## src/rtl/clause_output_packer_pkg.sv

```systemverilog
// rtl/clause_output_packer_pkg.sv - shared defaults, encodings and index split helpers
package clause_output_packer_pkg;

  localparam int DEF_INT_SIZE      = 32;
  localparam int DEF_CLAUSE_CHUNKS = 63;

  typedef enum logic {
    MODE_LEARN   = 1'b0,
    MODE_PREDICT = 1'b1
  } mode_e;

  typedef enum logic {
    IDLE  = 1'b0,
    ACCUM = 1'b1
  } state_e;

  // Clause index -> (chunk, bit position) for a word of 2**lg bits
  function automatic logic [31:0] idx_chunk(input logic [31:0] idx, input int lg);
    return idx >> lg;
  endfunction

  function automatic logic [31:0] idx_pos(input logic [31:0] idx, input int lg);
    return idx & ((32'd1 << lg) - 32'd1);
  endfunction

endpackage

```

## src/rtl/sync_fifo_fwft.sv

```systemverilog
// rtl/sync_fifo_fwft.sv - synchronous first-word-fall-through FIFO
module sync_fifo_fwft #(
  parameter int WIDTH = 8,
  parameter int DEPTH = 4,
  localparam int PW = $clog2(DEPTH)
) (
  input  logic             clk,
  input  logic             rst_flag,
  input  logic             push,
  input  logic [WIDTH-1:0] push_data,
  input  logic             pop,
  output logic             out_valid,
  output logic [WIDTH-1:0] out_data,
  output logic [PW:0]      count,
  output logic             full
);

  logic [WIDTH-1:0] mem [DEPTH];
  logic [PW-1:0]    wr_ptr;
  logic [PW-1:0]    rd_ptr;
  logic             do_push;
  logic             do_pop;

  assign full      = (count == (PW+1)'(DEPTH));
  assign out_valid = (count != '0);
  assign do_push   = push && !full;
  assign do_pop    = pop && out_valid;
  // Head is forced to zero when empty so stale entries never show after reset
  assign out_data  = out_valid ? mem[rd_ptr] : '0;

  always_ff @(posedge clk) begin
    if (rst_flag) begin
      wr_ptr <= '0;
      rd_ptr <= '0;
      count  <= '0;
    end else begin
      if (do_push) wr_ptr <= wr_ptr + 1'b1;
      if (do_pop)  rd_ptr <= rd_ptr + 1'b1;
      case ({do_push, do_pop})
        2'b10:   count <= count + 1'b1;
        2'b01:   count <= count - 1'b1;
        default: count <= count;
      endcase
    end
  end

  always_ff @(posedge clk) begin
    if (do_push) mem[wr_ptr] <= push_data;
  end

  always_ff @(posedge clk) begin
    if (!rst_flag && push) assert (!full);
  end

endmodule

```

## src/rtl/clause_output_packer.sv

```systemverilog
// rtl/clause_output_packer.sv - packs firing clause indices into per-chunk bitmap words
module clause_output_packer
  import clause_output_packer_pkg::*;
#(
  parameter int INT_SIZE      = DEF_INT_SIZE,
  parameter int CLAUSE_CHUNKS = DEF_CLAUSE_CHUNKS,
  parameter int IDX_W         = 17,
  parameter int FIFO_DEPTH    = 4,
  localparam int CW = $clog2(CLAUSE_CHUNKS),
  localparam int LG = $clog2(INT_SIZE),
  localparam int FW = $clog2(FIFO_DEPTH)
) (
  input  logic                clk,
  input  logic                rst_flag,
  input  logic                stop_flag,
  input  logic                predict_mode,
  input  logic                cmp_valid,
  output logic                cmp_ready,
  input  logic [IDX_W-1:0]    cmp_index,
  input  logic                cmp_fire,
  input  logic                cmp_empty,
  input  logic                flush,
  output logic                out_valid,
  input  logic                out_ready,
  output logic [CW-1:0]       out_chunk,
  output logic [INT_SIZE-1:0] out_word,
  output logic [31:0]         last_chunk,
  output logic [31:0]         last_pos,
  output logic                range_err
);

  state_e              state_q, state_d;
  logic [CW-1:0]       acc_chunk_q, acc_chunk_d;
  logic [INT_SIZE-1:0] acc_word_q, acc_word_d;
  logic                push;
  logic [FW:0]         fifo_count;
  logic                fifo_full;

  logic [31:0]         idx32;
  logic [31:0]         chunk32;
  logic [31:0]         pos32;
  logic [CW-1:0]       chunk;
  logic [INT_SIZE-1:0] onehot;
  logic                in_range;
  logic                accept;
  logic                hit;

  assign idx32    = 32'(cmp_index);
  assign chunk32  = idx_chunk(idx32, LG);
  assign pos32    = idx_pos(idx32, LG);
  assign chunk    = chunk32[CW-1:0];
  assign onehot   = {{(INT_SIZE-1){1'b0}}, 1'b1} << pos32[LG-1:0];
  assign in_range = (chunk32 < 32'(CLAUSE_CHUNKS));

  // One slot is held back in ACCUM so a chunk change always has room to push
  assign cmp_ready = !rst_flag && !stop_flag && !flush &&
                     ((fifo_count < (FW+1)'(FIFO_DEPTH-1)) || (state_q == IDLE));
  assign accept    = cmp_valid && cmp_ready;
  assign hit       = accept && cmp_fire && !((predict_mode == MODE_PREDICT) && cmp_empty);

  always_comb begin
    state_d     = state_q;
    acc_chunk_d = acc_chunk_q;
    acc_word_d  = acc_word_q;
    push        = 1'b0;
    if (flush && !stop_flag) begin
      // A flush against a full FIFO waits in ACCUM rather than overflow
      if (state_q == ACCUM && !fifo_full) begin
        push        = 1'b1;
        state_d     = IDLE;
        acc_chunk_d = '0;
        acc_word_d  = '0;
      end
    end else if (hit && in_range) begin
      if (state_q == IDLE) begin
        state_d     = ACCUM;
        acc_chunk_d = chunk;
        acc_word_d  = onehot;
      end else if (chunk == acc_chunk_q) begin
        acc_word_d  = acc_word_q | onehot;
      end else begin
        push        = 1'b1;
        acc_chunk_d = chunk;
        acc_word_d  = onehot;
      end
    end
  end

  always_ff @(posedge clk) begin
    if (rst_flag) begin
      state_q     <= IDLE;
      acc_chunk_q <= '0;
      acc_word_q  <= '0;
      last_chunk  <= '0;
      last_pos    <= '0;
      range_err   <= 1'b0;
    end else begin
      state_q     <= state_d;
      acc_chunk_q <= acc_chunk_d;
      acc_word_q  <= acc_word_d;
      if (hit) begin
        last_chunk <= chunk32;
        last_pos   <= pos32;
        if (!in_range) range_err <= 1'b1;
      end
    end
  end

  sync_fifo_fwft #(
    .WIDTH (CW + INT_SIZE),
    .DEPTH (FIFO_DEPTH)
  ) u_fifo (
    .clk       (clk),
    .rst_flag  (rst_flag),
    .push      (push),
    .push_data ({acc_chunk_q, acc_word_q}),
    .pop       (out_valid && out_ready),
    .out_valid (out_valid),
    .out_data  ({out_chunk, out_word}),
    .count     (fifo_count),
    .full      (fifo_full)
  );

endmodule

```

## config.mk

```make
export PLATFORM = sky130hd
export DESIGN_NAME = clause_output_packer
export DESIGN_NICKNAME = d
export VERILOG_FILES = /design/src/rtl/clause_output_packer_pkg.sv /design/src/rtl/sync_fifo_fwft.sv /design/src/rtl/clause_output_packer.sv
export SDC_FILE = /design/constraint.sdc
export NUM_CORES = 1
export LEC_CHECK = 0
export CORE_UTILIZATION = 55
export DETAILED_ROUTE_END_ITERATION = 10
export DONT_BUFFER_PORTS = 1
export PLACE_DENSITY = 0.73
export SYNTH_ARGS = -nofsm -noshare
export SYNTH_HDL_FRONTEND = slang
export SYNTH_SLANG_ARGS = --single-unit
```

## constraint.sdc

```tcl
create_clock -name clk -period 3.2 [get_ports clk]
set_clock_uncertainty 0.1 [all_clocks]
set_input_delay 0.8 -clock clk [delete_from_list [all_inputs] [get_ports clk]]
set_output_delay 0.8 -clock clk [all_outputs]
set_load 0.05 [all_outputs]
```

Yosys cells after proc, flatten, opt, wreduce, memory -nomap -nowiden
Memory sizes are Yosys's and may differ from the RTL's. A register that Yosys moved wholly into a read port is not among the register bits. Cells that the tools add are included.

Register bits: 64. RAM bits: 152. Input port bits: 26. Output and inout port bits: 105. Logic and storage cells: 75. Memories: 1.

$add $sub $neg: 4. Magnitude comparators: 2. Equality and inequality tests: 6. Shift operators: 1. Muxes and demuxes: 24. Bitwise gates (word level): 3. Reductions and logical operators: 25.

Memories: u_fifo.mem (depth 4, bits a word 38, read ports 1, clocked after memory_dff 1, wr ports 1, line sync_fifo_fwft.sv:18) `logic [WIDTH-1:0] mem [DEPTH];`.

Operators by type and width (count): $mux W32 (5); $mux W38 (1); $or A32 B32 Y32 (1); $shl A1 B5 Y32 const A (1); $mux W6 (5); $logic_and A1 B1 Y1 (13); $lt A12 B6 Y1 const B (1); $mux W1 (10); $eq A6 B6 Y1 (1); $pmux W3 S2 (1); $logic_not A1 Y1 (5); $add A2 B1 Y2 const B (2); $mux W2 (2); $reduce_and A2 Y1 (2); $reduce_bool A2 Y1 (2); $add A3 B1 Y3 const B (1); $eq A3 B3 Y1 const B (1); $lt A3 B2 Y1 const B (1); $ne A3 B3 Y1 const B (1); $reduce_and A3 Y1 (1); $reduce_bool A3 Y1 (1); $sub A3 B1 Y3 const B (1); $eq A2 B1 Y1 const B (1); $eq A2 B2 Y1 const B (1); 3 further kinds (4).

Depth between registers and ports, before layout
Depth after elaboration: 13. Mapped depth: 13. Depth with buffers taken out: 11.

By module
Synthesis repeated with hierarchy kept, for this count alone.

Cells, all modules: 548. Area, all modules: 8802.2 um^2.

Modules (own cells, without submodules): sync_fifo_fwft (instances 1, cells an instance 295, area an instance 6218.5 um^2, sequential area each 4744.6 um^2); clause_output_packer (instances 1, cells an instance 253, area an instance 2583.7 um^2, sequential area each 1141.1 um^2).

Worst setup path before layout
Ideal clock, no wire load.

Kind: input -> register. From: input rst_flag. To: memory u_fifo.mem[0][0] (netlist bit) (enable). Library setup time: 0.399 ns. Arrival: 2.769 ns. Data required time: 2.701 ns. Path slack: -0.068 ns. Stages on the path: 7. Buffers on the path: 2. Path through: buf_6 > nor3_4 > o2111a_1 > buf_4 > nand2b_4 > a21oi_4 > and2_1.

Word-level cells in the longest chain between the ends: 13.

Ends and longest elaborated chain: start, declared (line clause_output_packer.sv:14) `input logic rst_flag,`; $logic_not A1 Y1; $logic_and A1 B1 Y1 (3 in series) (line clause_output_packer.sv:56) `assign cmp_ready = !rst_flag && !stop_flag && !flush &&`; $logic_and A1 B1 Y1 (line clause_output_packer.sv:58) `assign accept = cmp_valid && cmp_ready;`; $logic_and A1 B1 Y1 (2 in series) (line clause_output_packer.sv:59) `assign hit = accept && cmp_fire && !((predict_mode == MODE_PREDICT) && cmp_empty);`; $logic_and A1 B1 Y1 (line clause_output_packer.sv:74) `end else if (hit && in_range) begin`; $mux W1 (line clause_output_packer.sv:74); $mux W1 (line clause_output_packer.sv:66) `if (flush && !stop_flag) begin`; $logic_and A1 B1 Y1 (line sync_fifo_fwft.sv:26) `assign do_push = push && !full;`; $mux W1 (line sync_fifo_fwft.sv:48) `if (do_push) mem[wr_ptr] <= push_data;`; $mux W1 (implied by the code) (line sync_fifo_fwft.sv:48); end, declared (line sync_fifo_fwft.sv:18).

No other way between the ends.

==> results.sh <==
export IMPL_die_area_um2=16500
export IMPL_globalplace_congestion=0.754
export IMPL_clockBufferDepth=3
export IMPL_grt_pass1_vias=4886
export IMPL_grt_usage_pct=20.2
export IMPL_p_sw_share_pct=20.5
export IMPL_fin_setup_tns_ns=0
export IMPL_slew_viol_final=0
export IMPL_power_switching_uw=1150
export IMPL_syn_avg_cell_area_um2=15.6
export IMPL_worst_path_max_delay_cell="mux4_2"
export IMPL_crit_top_cell="buf_4"
export IMPL_start_util_pct=57.0
export IMPL_grt_overflow=0
export IMPL_syn2layout_area_growth_pct=16.6
export IMPL_ios=131
export IMPL_rsz0062_at_grt="no"
export IMPL_layout_nets=644
export IMPL_die_w_um=128
export IMPL_synth_edff_count=152
export IMPL_path_buf_inv=2
export IMPL_rows=45
export IMPL_cts_tree="built"
export IMPL_ys_async_sr_fraction_pct=0
export IMPL_drcViolationCount=0
export IMPL_io_buffers=0
export IMPL_drive_above_1_share_pct=23.0
export IMPL_ant_nets=0
export IMPL_grt_antenna_before_repair=0
export IMPL_finalCritPeriodShare_pct=95.3
export IMPL_critical_path_class="reg2out"
export IMPL_internal_power_uw=4440
export IMPL_synth_warnings=0
export IMPL_cts_max_level=1
export IMPL_peakVddDrop_v=0.000406
export IMPL_clk_latency_ns=0.48
export IMPL_numClockSinks=218
export IMPL_maxCapViolations=0
export IMPL_setup_viol=0
export IMPL_setup_ws_ns=0.150
export IMPL_path_clk_slew_ns=0.06
export IMPL_power_frac_clock_pct=43.6
export IMPL_hp_class="in2reg"
export IMPL_whs_ns=0.288
export IMPL_pre_cts_ws_ns=0.123
export IMPL_crit_required_ns=2.30
export IMPL_hold_viol=0
export IMPL_cts_buffers=21
export IMPL_syn_inst=564
export IMPL_dr_pass1_iters=4
export IMPL_crit_arrival_ns=2.15
export IMPL_cp_max_fo=12
export IMPL_yosysSeqAreaShare_pct=66.9
export IMPL_path_cells="buf_4 -> mux4_2 -> and2_1 -> buf_4"
export IMPL_tightest_slew_ns=0.699
export IMPL_max_stage_delay_ns=0.53
export IMPL_final_cell_mix="edfxtp_1, dfxtp_1, conb_1"
export IMPL_path_delay_family="multiplexers"
export IMPL_vias=4636
export IMPL_diodes=0
export IMPL_via_per_inst=5.54
export IMPL_root_buffer="clkbuf_16"
export IMPL_finalNonFillerCells=837
export IMPL_netlist_area_um2=8790
export IMPL_grt_max_degree=41
export IMPL_postCtsHoldBufs=0
export IMPL_post_place_cells=800
export IMPL_seq_power_share_pct=53.5
export IMPL_core_um2=15400
export IMPL_end_kind="output port"
export IMPL_die_h_um=128
export IMPL_yosys_cell_types_count=51
export IMPL_outcome="complete, no violations"
export IMPL_leakage_uw=0.00346
export IMPL_wire_per_inst_um=19.1
export IMPL_grt_pass1_wl_mm=25.5
export IMPL_drt_iter0_drc=317
export IMPL_synth_seq_cells=218
export IMPL_max_freq_mhz=328
export IMPL_pwr_share_comb_pct=2.9
export IMPL_power_density_nw_per_um2=545
export IMPL_wl_mm=16.0
export IMPL_hpwl_mm=9.92
export IMPL_setup_worst_path_start_class="flop"
export IMPL_ys_flop_type="edfxtp_1"
export IMPL_final_common_cell="edfxtp_1"
export IMPL_fin_crit_ns=3.05
export IMPL_slew_headroom_pct=53.2
[metrics by stage]
step / total power [uW] / area, um2 / util (%)
CTS: 5630 / 10300 / 66.5
floorplan: 3260 / 8970 / -
global placement: 3210 / 9570 / 62.0
global route: 5750 / 10300 / 66.5
detailed placement: 3210 / 9570 / 62.0
finish: 5590 / 10300 / 66.5
[state kept, by name (all words and copies together) (netlist names), named ones only]
signal and count:
u_fifo.mem 152, acc_word_q 32, last_chunk 12, acc_chunk_q 6
last_pos 5, u_fifo.count 3, u_fifo.rd_ptr 2, u_fifo.wr_ptr 2
range_err 1, state_q 1
[Yosys cell counts (2+ instances only)]
library cell,number,share of area (%)
mux4_2,38,9.7
o2bb2ai_1,6,0.60
clkbuf_1,15,0.64
a32o_1,2,0.23
a22o_1,24,2.4
edfxtp_1,152,52
and2_1,43,3.1
ha_1,5,0.71
buf_6,4,0.51
nor2_1,15,0.64
nand2b_1,3,0.21
and3b_1,2,0.20
buf_4,49,4.2
or3_1,3,0.21
a21oi_1,28,1.6
dfxtp_1,66,15
nor3b_2,2,0.28
nand3_1,7,0.40
nand3b_1,8,0.68
nand2_1,41,1.8
inv_1,7,0.30
xor2_1,9,0.90
buf_2,7,0.40
[power by group through the flow]
| stage | clock (uW) | sequential, uW | combinational, uW |
|---|---|---|---|
| CTS | 2480 | 2990 | 163 |
| floorplan | 0 | 3050 | 213 |
| detailed placement | 0 | 3050 | 163 |
| global placement | 0 | 3050 | 161 |
| global route | 2590 | 2990 | 171 |
| finish | 2440 | 2990 | 164 |
[final timing paths]
check | startpoint | to | slack (ns) | cells after the start
worst max register to register | acc_chunk_q[2] | u_fifo.count[2] | 0.48 | 11
worst min-delay path | rst_flag | last_pos[4] | 0.29 | 1
worst min register to register | acc_word_q[24] | u_fifo.mem[1][24] | 0.40 | 0
worst max-delay path | flop | out_word[11] | 0.15 | 4
[timing repair]
action / CTS / global route
setup endpoints to repair: 8 / 0
setup buffers: 0 / 0
resized for setup: 1 / 0
[cells by family after synthesis]
family | after synthesis | synth area share, %
AND/OR/NAND/NOR | 136 | 8.85
flip-flops | 218 | 66.9
XOR/XNOR | 10 | 0.996
multiplexers | 40 | 9.97
other | 1 | 0.0426
buffers and inverters | 84 | 6.12
adder cells (fa/ha/maj) | 6 | 0.939
AO/OA/AOI/OAI | 69 | 6.15
[routing by layer]
layer  global-route usage [%]  share of wire (%)
met4                     4.15                1.2
met5                        0                  0
met1                     25.4                 40
met3                     4.78                7.3
met2                     35.8                 51
[worst reg2reg max path, delay by kind of cell (launching register included)]
| kind | cells | cell delay [ns] |
|---|---|---|
| AO/OA/AOI/OAI | 3 | 0.43 |
| XOR/XNOR | 2 | 0.31 |
| adder cells (fa/ha/maj) | 2 | 0.57 |
| buffers and inverters | 2 | 0.11 |
| flip-flops | 1 | 0.46 |
| AND/OR/NAND/NOR | 2 | 0.67 |
[area by class of cell]
type / count / area (um2)
sequential: 218 / 5890
fill: 1077 / 5170
multi-input combinational: 308 / 2550
timing repair buffer: 55 / 838
clock buffer: 23 / 533
tap: 211 / 264
clock inverter: 14 / 150
inverter: 8 / 30.0
Power figures use the tool's default switching activity.
